$ cat config.mk
export PLATFORM = sky130hd
export DESIGN_NAME = mul_iter_d
export DESIGN_NICKNAME = d
export VERILOG_FILES = /design/src/rtl/mul_iter_d.sv
export SDC_FILE = /design/constraint.sdc
export NUM_CORES = 1
export LEC_CHECK = 0
export CORE_ASPECT_RATIO = 0.6
export CORE_MARGIN = 5
export CORE_UTILIZATION = 50
export DETAILED_ROUTE_END_ITERATION = 12
export PLACE_DENSITY = 0.68
export REMOVE_ABC_BUFFERS = 1
export SKIP_CTS_REPAIR_TIMING = 1
export SLEW_MARGIN = 20
export SYNTH_ARGS = -nofsm -noshare
export SYNTH_HDL_FRONTEND = slang
export SYNTH_SLANG_ARGS = --single-unit
$ cat constraint.sdc
create_clock -name clk_i -period 8.25 [get_ports clk_i]
set_clock_uncertainty 0.15 [all_clocks]
set_input_delay 2.475 -clock clk_i [delete_from_list [all_inputs] [get_ports clk_i]]
set_output_delay 2.475 -clock clk_i [all_outputs]
set_load 0.02 [all_outputs]
$ cat src/rtl/mul_iter_d.sv
// mul_iter_d: iterative radix-4 unsigned multiplier feeding Barrett reduction.
// Retires two multiplier bits per clock; full 2*nb_bit product on valid/ready.
//
// Ports:
//   clk_i        clock, rising edge
//   rst_i        async reset, active-high
//   in_valid_i   operand pair valid
//   in_ready_o   pair can be accepted (combinational)
//   a_i, b_i     unsigned operands, nb_bit wide
//   out_valid_o  product_o holds a finished product
//   out_ready_i  downstream takes the product
//   product_o    a*b, exact, 2*nb_bit wide
//   busy_o       digits are being accumulated
module mul_iter_d #(
  parameter int nb_bit = 23
) (
  input  logic                  clk_i,
  input  logic                  rst_i,
  input  logic                  in_valid_i,
  output logic                  in_ready_o,
  input  logic [nb_bit-1:0]     a_i,
  input  logic [nb_bit-1:0]     b_i,
  output logic                  out_valid_o,
  input  logic                  out_ready_i,
  output logic [2*nb_bit-1:0]   product_o,
  output logic                  busy_o
);

  localparam int PW = 2 * nb_bit;
  localparam int N  = (nb_bit + 1) / 2;
  localparam int BW = 2 * N;
  localparam int AW = nb_bit + 2;
  localparam int CW = (N > 1) ? $clog2(N) : 1;

  typedef enum logic [1:0] {
    IDLE,
    BUSY,
    DONE
  } state_t;

  state_t            state;
  logic [nb_bit-1:0] a_reg;
  logic [BW-1:0]     b_reg;
  logic [PW-1:0]     acc;
  logic [CW-1:0]     cnt;

  logic [1:0]        digit;
  logic [AW-1:0]     partial;
  logic [CW:0]       shamt;
  logic [PW-1:0]     term;
  logic [PW-1:0]     acc_nxt;
  logic              last;
  logic              accept;

  // Ready path from out_ready_i is deliberately combinational so a
  // consumed product and a new pair can share one edge.
  assign in_ready_o = (state == IDLE) ||
                      ((state == DONE) && out_ready_i);
  assign accept     = in_valid_i && in_ready_o;

  assign digit = b_reg[1:0];

  // digit * a as shift-and-add: 0, a, 2a, 3a
  always_comb begin
    partial = '0;
    unique case (digit)
      2'd0: partial = '0;
      2'd1: partial = AW'(a_reg);
      2'd2: partial = {1'b0, a_reg, 1'b0};
      2'd3: partial = AW'(a_reg) + {1'b0, a_reg, 1'b0};
      default: partial = '0;
    endcase
  end

  // Weight of digit cnt is 4^cnt; the full sum never exceeds PW bits.
  assign shamt   = {cnt, 1'b0};
  assign term    = PW'(partial) << shamt;
  assign acc_nxt = acc + term;
  assign last    = (cnt == CW'(N - 1));

  always_ff @(posedge clk_i or posedge rst_i) begin
    if (rst_i) begin
      state       <= IDLE;
      a_reg       <= '0;
      b_reg       <= '0;
      acc         <= '0;
      cnt         <= '0;
      product_o   <= '0;
      out_valid_o <= 1'b0;
      busy_o      <= 1'b0;
    end else begin
      unique case (state)
        IDLE: begin
          if (accept) begin
            a_reg  <= a_i;
            b_reg  <= BW'(b_i);
            acc    <= '0;
            cnt    <= '0;
            busy_o <= 1'b1;
            state  <= BUSY;
          end
        end
        BUSY: begin
          acc   <= acc_nxt;
          b_reg <= b_reg >> 2;
          cnt   <= cnt + CW'(1);
          if (last) begin
            product_o   <= acc_nxt;
            out_valid_o <= 1'b1;
            busy_o      <= 1'b0;
            state       <= DONE;
          end
        end
        DONE: begin
          if (out_ready_i) begin
            out_valid_o <= 1'b0;
            if (in_valid_i) begin
              a_reg  <= a_i;
              b_reg  <= BW'(b_i);
              acc    <= '0;
              cnt    <= '0;
              busy_o <= 1'b1;
              state  <= BUSY;
            end else begin
              state <= IDLE;
            end
          end
        end
        default: begin
          state       <= IDLE;
          out_valid_o <= 1'b0;
          busy_o      <= 1'b0;
        end
      endcase
    end
  end

endmodule
==> results.toml, run 1 <==
[detailed_routing]
routed_wl_um = 31700
vias = 10200
drtPass1Iterations = 6
drt_iter0_markers = 1167
vias_per_cell = 6.21
drc = 0
avgRoutedWirePerCell_um = 19.3
ant_nets = 0

[cells_and_area]
postLayoutCoreUtil_pct = 58.5
layout-drive-gt1-share_pct = 8.05
num-fill-cells = 1928
nets = 1464
diodes = 0
reg_top3 = "acc x46, product_o x46"
areaGrowthSynthToFinish_pct = 16.2

[place]
dp.final_hpwl_um = 22900
pre_cts_ws_ns = 1.73
place.gp.congestion = 0.970
io_buffers = 98

[die]
start_util_pct = 50.3
die_x_um = 201
core_um2 = 21800
die-area_um2 = 25100
num_rows = 42
chipHeight_um = 125
pin_count = 99

[yosys]
yosysWarnings = 0
async_reset_ff_share_pct = 100
yosysTopAreaCell = "dfrtp_1"
ys.flop_type = "dfrtp_1"
synth_area_leaders = "dfrtp_1 (33%), ha_1 (8.1%), nand2_1 (7.7%), o21ai_0 (4.7%), mux2_2 (3.6%)"
ys_ff_latch = 146
synth_edf_count = 0
ys_top_cells_by_count = "nand2_1 (226), dfrtp_1 (146), o21ai_0 (103)"
synth.avg_cell_area_um2 = 8.54
synthDistinctLibCells = 79
yosysMostFrequentCell = "nand2_1"
synthCells = 1286
synth_area_um2 = 11000
synth_top_area_share_pct = 33.3
ys_seq_area_share_pct = 33.3

[critical_path]
path_delay_family = "compound AO/OA/AOI/OAI gates"
crit_chain = "inv_1, nor2_1, buf_4, nand2_1, o21ai_0, nor3_1, mux2_2, a222oi_1, nor2_1, a211oi_1, ha_1, a21o_1, a21oi_1, or4_1, a31oi_1, nor2_1, nor4_1, o41ai_1, o21ai_0, xor2_1, mux2_2"
regToRegSetupSlack_ns = 1.51
cpMostUsedCell = "nor2_1"
required_ns = 8.42
cp_num_buf_inv = 2
r2r-end = "product_o[39]"
startpoint_type = "flop"
cp-end-kind = "flop"
crit_arrival_ns = 6.92
rr_worst_depth = 21
slowest_delay_ns = 0.83
worst-path-max-fanout = 20
rr_startpoint = "b_reg[0]"
slowest_stage = "dfrtp_1"
path_class = "reg -> reg"

[clock_network]
clockBufferDepth = 2
cts_tree = "done"
cts.sinks = 146
cts_made_buffers = 17
insertion_delay_ns = 0.44
h-tree-depth = 4
cts_root_buf = "clkbuf_16"
clk_pin_slew_ns = 0.07

[global_routing]
grt_max_degree = 101
grt_pass1_wl_um = 51900
overflow = 0
antenna_found_initial = 0
grt_pass1_vias = 9568
track_usage_pct = 25.2

[run_status]
status = "finished, final reports clean"

[sta]
tightest_slew_ns = 1.11
finalSetupTns_ns = 0
drv_slew = 0
finalCriticalPeriod_ns = 6.74
relSlewSlack_pct = 26.0
final-setup-viol-count = 0
fmax_mhz = 148
timing.hold.ws_ns = 0.321
hold_violations = 0
rsz0062_at_grt = "false"
post-route-period-util_pct = 81.7
final.setup.worst_slack_ns = 1.51

[min_path]
hold_class = "reg -> reg"
min_delay_worst_endpoint = "product_o[34]"
hold_depth = 2
hold_start = "product_o[34]"

[job]
drv_cap = 0
[worst min-delay path, cell delays in order (launching register included)]
cell	delay (ns)
dfrtp_1	0.34
nand2_1	0.05
nand2_1	0.05
[layout make-up]
class	instances	area [µm²]	share of cell area (%)
Multi-Input combinational cell	1045	7000	54.8
Sequential cell	146	3650	28.6
Timing Repair Buffer	107	1050	8.22
Clock buffer	20	467	3.66
Tap cell	286	358	2.80
Clock inverter	12	141	1.11
Inverter	24	95.1	0.745
[per-stage QoR]
step	instances	area, µm²
4_1_cts	1640	12800
5_1_grt	1640	12800
6_report	1640	12800
3_3_place_gp	1608	12100
3_5_place_dp	1608	12100
2_1_floorplan	1215	10700
[logic make-up after synthesis]
group	Yosys count	synth area share (%)
flip-flops	146	33.3
buffers and inverters	95	3.26
adder cells (fa/ha/maj)	73	8.46
AO/OA/AOI/OAI	405	25.1
XOR/XNOR	55	4.52
multiplexers	69	7.52
AND/OR/NAND/NOR	443	17.9
[worst max path at each step]
stage	start	to	slack [ns]	depth (start not counted)
2_1_floorplan	rst_i	a_reg[0]	1.70	1
3_3_place_gp	b_reg[1]	product_o[39]	1.77	18
3_5_place_dp	out_ready_i	in_ready_o	1.73	4
4_1_cts	b_reg[0]	product_o[39]	1.66	20
5_1_grt	b_reg[0]	product_o[39]	1.05	21
6_report	b_reg[0]	product_o[39]	1.51	21
[per-layer routing]
layer	vias up	global-route usage (%)	wire, µm
met5	-	0	0
met4	0	6.63	502
met3	47	6.51	3200
met2	488	33.0	12100
met1	4813	40.2	15800
li1	4844	-	-
[cell usage in the layout (no fill, tap or decap), types with 7 or more instances in the layout]
cell type / n
a211oi_1: 18
a21o_1: 29
a21oi_1: 76
a22o_1: 31
a22oi_1: 9
a31oi_1: 18
and2_1: 12
and3_1: 19
buf_4: 9
clkbuf_16: 17
clkdlybuf4s50_1: 98
dfrtp_1: 146
ha_1: 71
inv_1: 22
inv_6: 7
mux2_2: 35
mux2i_1: 27
nand2_1: 226
nand2b_1: 10
nand3_1: 29
nand4_1: 10
nor2_1: 78
nor2b_1: 8
nor3_1: 22
o211a_1: 7
o211ai_1: 8
o21a_1: 11
o21ai_0: 103
o21bai_1: 7
o22ai_1: 13
o31ai_1: 10
xnor2_1: 30
xor2_1: 24
Power of run 1 is not shown: default switching activity piles up to over one toggle a cycle in this logic, so the estimate is an artifact.
==> run 2, diff against run 1 <==
- clock period: 8.25 -> 6.9 ns (I/O delays scaled with it)
==> run 2 against run 1 <==
Non-clock buffer count is 14 higher. Cell count is 0.85% higher. Hold slack worse by 0.0027 ns. Utilization is 0.48 points higher. Wire length is 1.3% higher. Via count is 0.13% lower. Count of clock-buffer cells in the layout is 1 higher. Maximum frequency is 3.5% higher. Sequential share of layout area is 0.23 points lower. Largest cell class unchanged.
==> results.toml, run 2 (synthesis gave the netlist of run 1 again) <==
[cells_and_area]
multi_input_area_um2 = 7000
seqCellArea_um2 = 3650
diodes = 0
layout_commonest_cell = "nand2_1"
mostFrequentLayoutCells = "nand2_1 (226), dfrtp_1 (146), o21ai_0 (103), clkdlybuf4s50_1 (98), nor2_1 (78)"
areaGrowthSynthToFinish_pct = 17.2
layout-drive-gt1-share_pct = 8.77
reg_top3 = "acc x46, product_o x46"
nets = 1478
num-fill-cells = 1983

[sta]
fmax_mhz = 154
final.setup.worst_slack_ns = 0.388
post-route-period-util_pct = 94.4
rsz0062_at_grt = "false"
drv_slew = 0
relSlewSlack_pct = 23.2
hold_violations = 0
finalSetupTns_ns = 0
finalCriticalPeriod_ns = 6.51
final-setup-viol-count = 0
tightest_slew_ns = 1.15

[global_routing]
grt_max_degree = 83
track_usage_pct = 25.2
antenna_found_initial = 0
grt_pass1_vias = 9424
grt_pass1_wl_um = 51600
overflow = 0

[clock_network]
cts_tree = "done"
h-tree-depth = 4
clockBufferDepth = 2
cts_root_buf = "clkbuf_16"
cts_made_buffers = 17
insertion_delay_ns = 0.44
cts.sinks = 146
clk_pin_slew_ns = 0.06

[place]
pre_cts_ws_ns = 0.486
dp.final_hpwl_um = 23700
place.gp.congestion = 0.995
io_buffers = 98

[die]
chipHeight_um = 125
die_x_um = 201
pin_count = 99
core_um2 = 21800
die-area_um2 = 25100
start_util_pct = 50.3
num_rows = 42

[detailed_routing]
drc = 0
drtPass1Iterations = 8
ant_nets = 0
drt_iter0_markers = 1219
vias = 10200
routed_wl_um = 32100
avgRoutedWirePerCell_um = 19.4
vias_per_cell = 6.15

[critical_path]
required_ns = 7.07
crit_chain = "ha_1, inv_1, fa_1, nor2b_1, o31a_1, o311a_1, or3_1, a31oi_1, nand2_1, o211a_1, a221o_1, a221o_1, ha_1, and3_1, and3_1, and4_1, nand4_1, or2_2, o21ai_0, a31o_2, xor3_1, mux2_2"
slowest_stage = "a31oi_1"
rr_startpoint = "a_reg[1]"
path_class = "reg -> reg"
cp-end-kind = "flop"
slowest_delay_ns = 0.44
startpoint_type = "flop"
crit_arrival_ns = 6.68
path_delay_family = "compound AO/OA/AOI/OAI gates"
worst-path-max-fanout = 5
cp_num_buf_inv = 1
crit_start = "a_reg[1]"

[min_path]
hold_start = "product_o[35]"
hold_class = "reg -> reg"

[run_status]
status = "finished, final reports clean"

[job]
drv_cap = 0
## run 2: final cells by class
| class | instances | share of cell area (%) |
|---|---|---|
| clock buffer | 21 | 3.50 |
| clock inverter | 11 | 1.19 |
| inverter | 24 | 0.739 |
| multi-input combinational | 1045 | 54.4 |
| sequential | 146 | 28.4 |
| tap | 286 | 2.78 |
| timing repair buffer | 121 | 8.97 |
## run 2: worst register-to-register path: stages (launching register included)
cell	delay [ns]
dfrtp_1	0.43
ha_1	0.22
inv_1	0.09
fa_1	0.20
nor2b_1	0.08
o31a_1	0.33
o311a_1	0.42
or3_1	0.38
a31oi_1	0.44
nand2_1	0.14
o211a_1	0.15
a221o_1	0.35
a221o_1	0.42
ha_1	0.38
and3_1	0.19
and3_1	0.23
and4_1	0.25
nand4_1	0.09
or2_2	0.28
o21ai_0	0.35
a31o_2	0.26
xor3_1	0.30
mux2_2	0.27
## run 2: path summary, 6_finish.rpt
path | end | slack (ns) | cells past startpoint
max in group asynchronous | product_o[29] | 3.66 | 3
min in group asynchronous | b_reg[16] | 1.96 | 2
setup / recovery | product_o[45] | 0.39 | 22
setup reg to reg | product_o[45] | 0.39 | 22
hold / removal | product_o[35] | 0.32 | 2
hold reg to reg | product_o[35] | 0.32 | 2
## run 2: metrics by stage
stage | hold slack, ns | instances | utilization [%] | area [µm²]
3_3_place_gp | 0.309 | 1622 | 56.2 | 12300
2_1_floorplan | 0.299 | 1215 | - | 10700
6_report | 0.319 | 1654 | 59.0 | 12900
3_5_place_dp | 0.312 | 1622 | 56.2 | 12300
5_1_grt | 0.352 | 1654 | 59.0 | 12900
4_1_cts | 0.327 | 1654 | 58.9 | 12900
## run 2: per-layer routing
layer / vias to the layer above / GRT usage [%] / routed length [µm]
met1: 4843 / 41.1 / 16400
met2: 429 / 31.8 / 12000
met3: 28 / 7.55 / 3330
met5: - / 0 / 0
li1: 4879 / - / -
met4: 0 / 5.26 / 348
Power of run 2 is left out for the same reason.
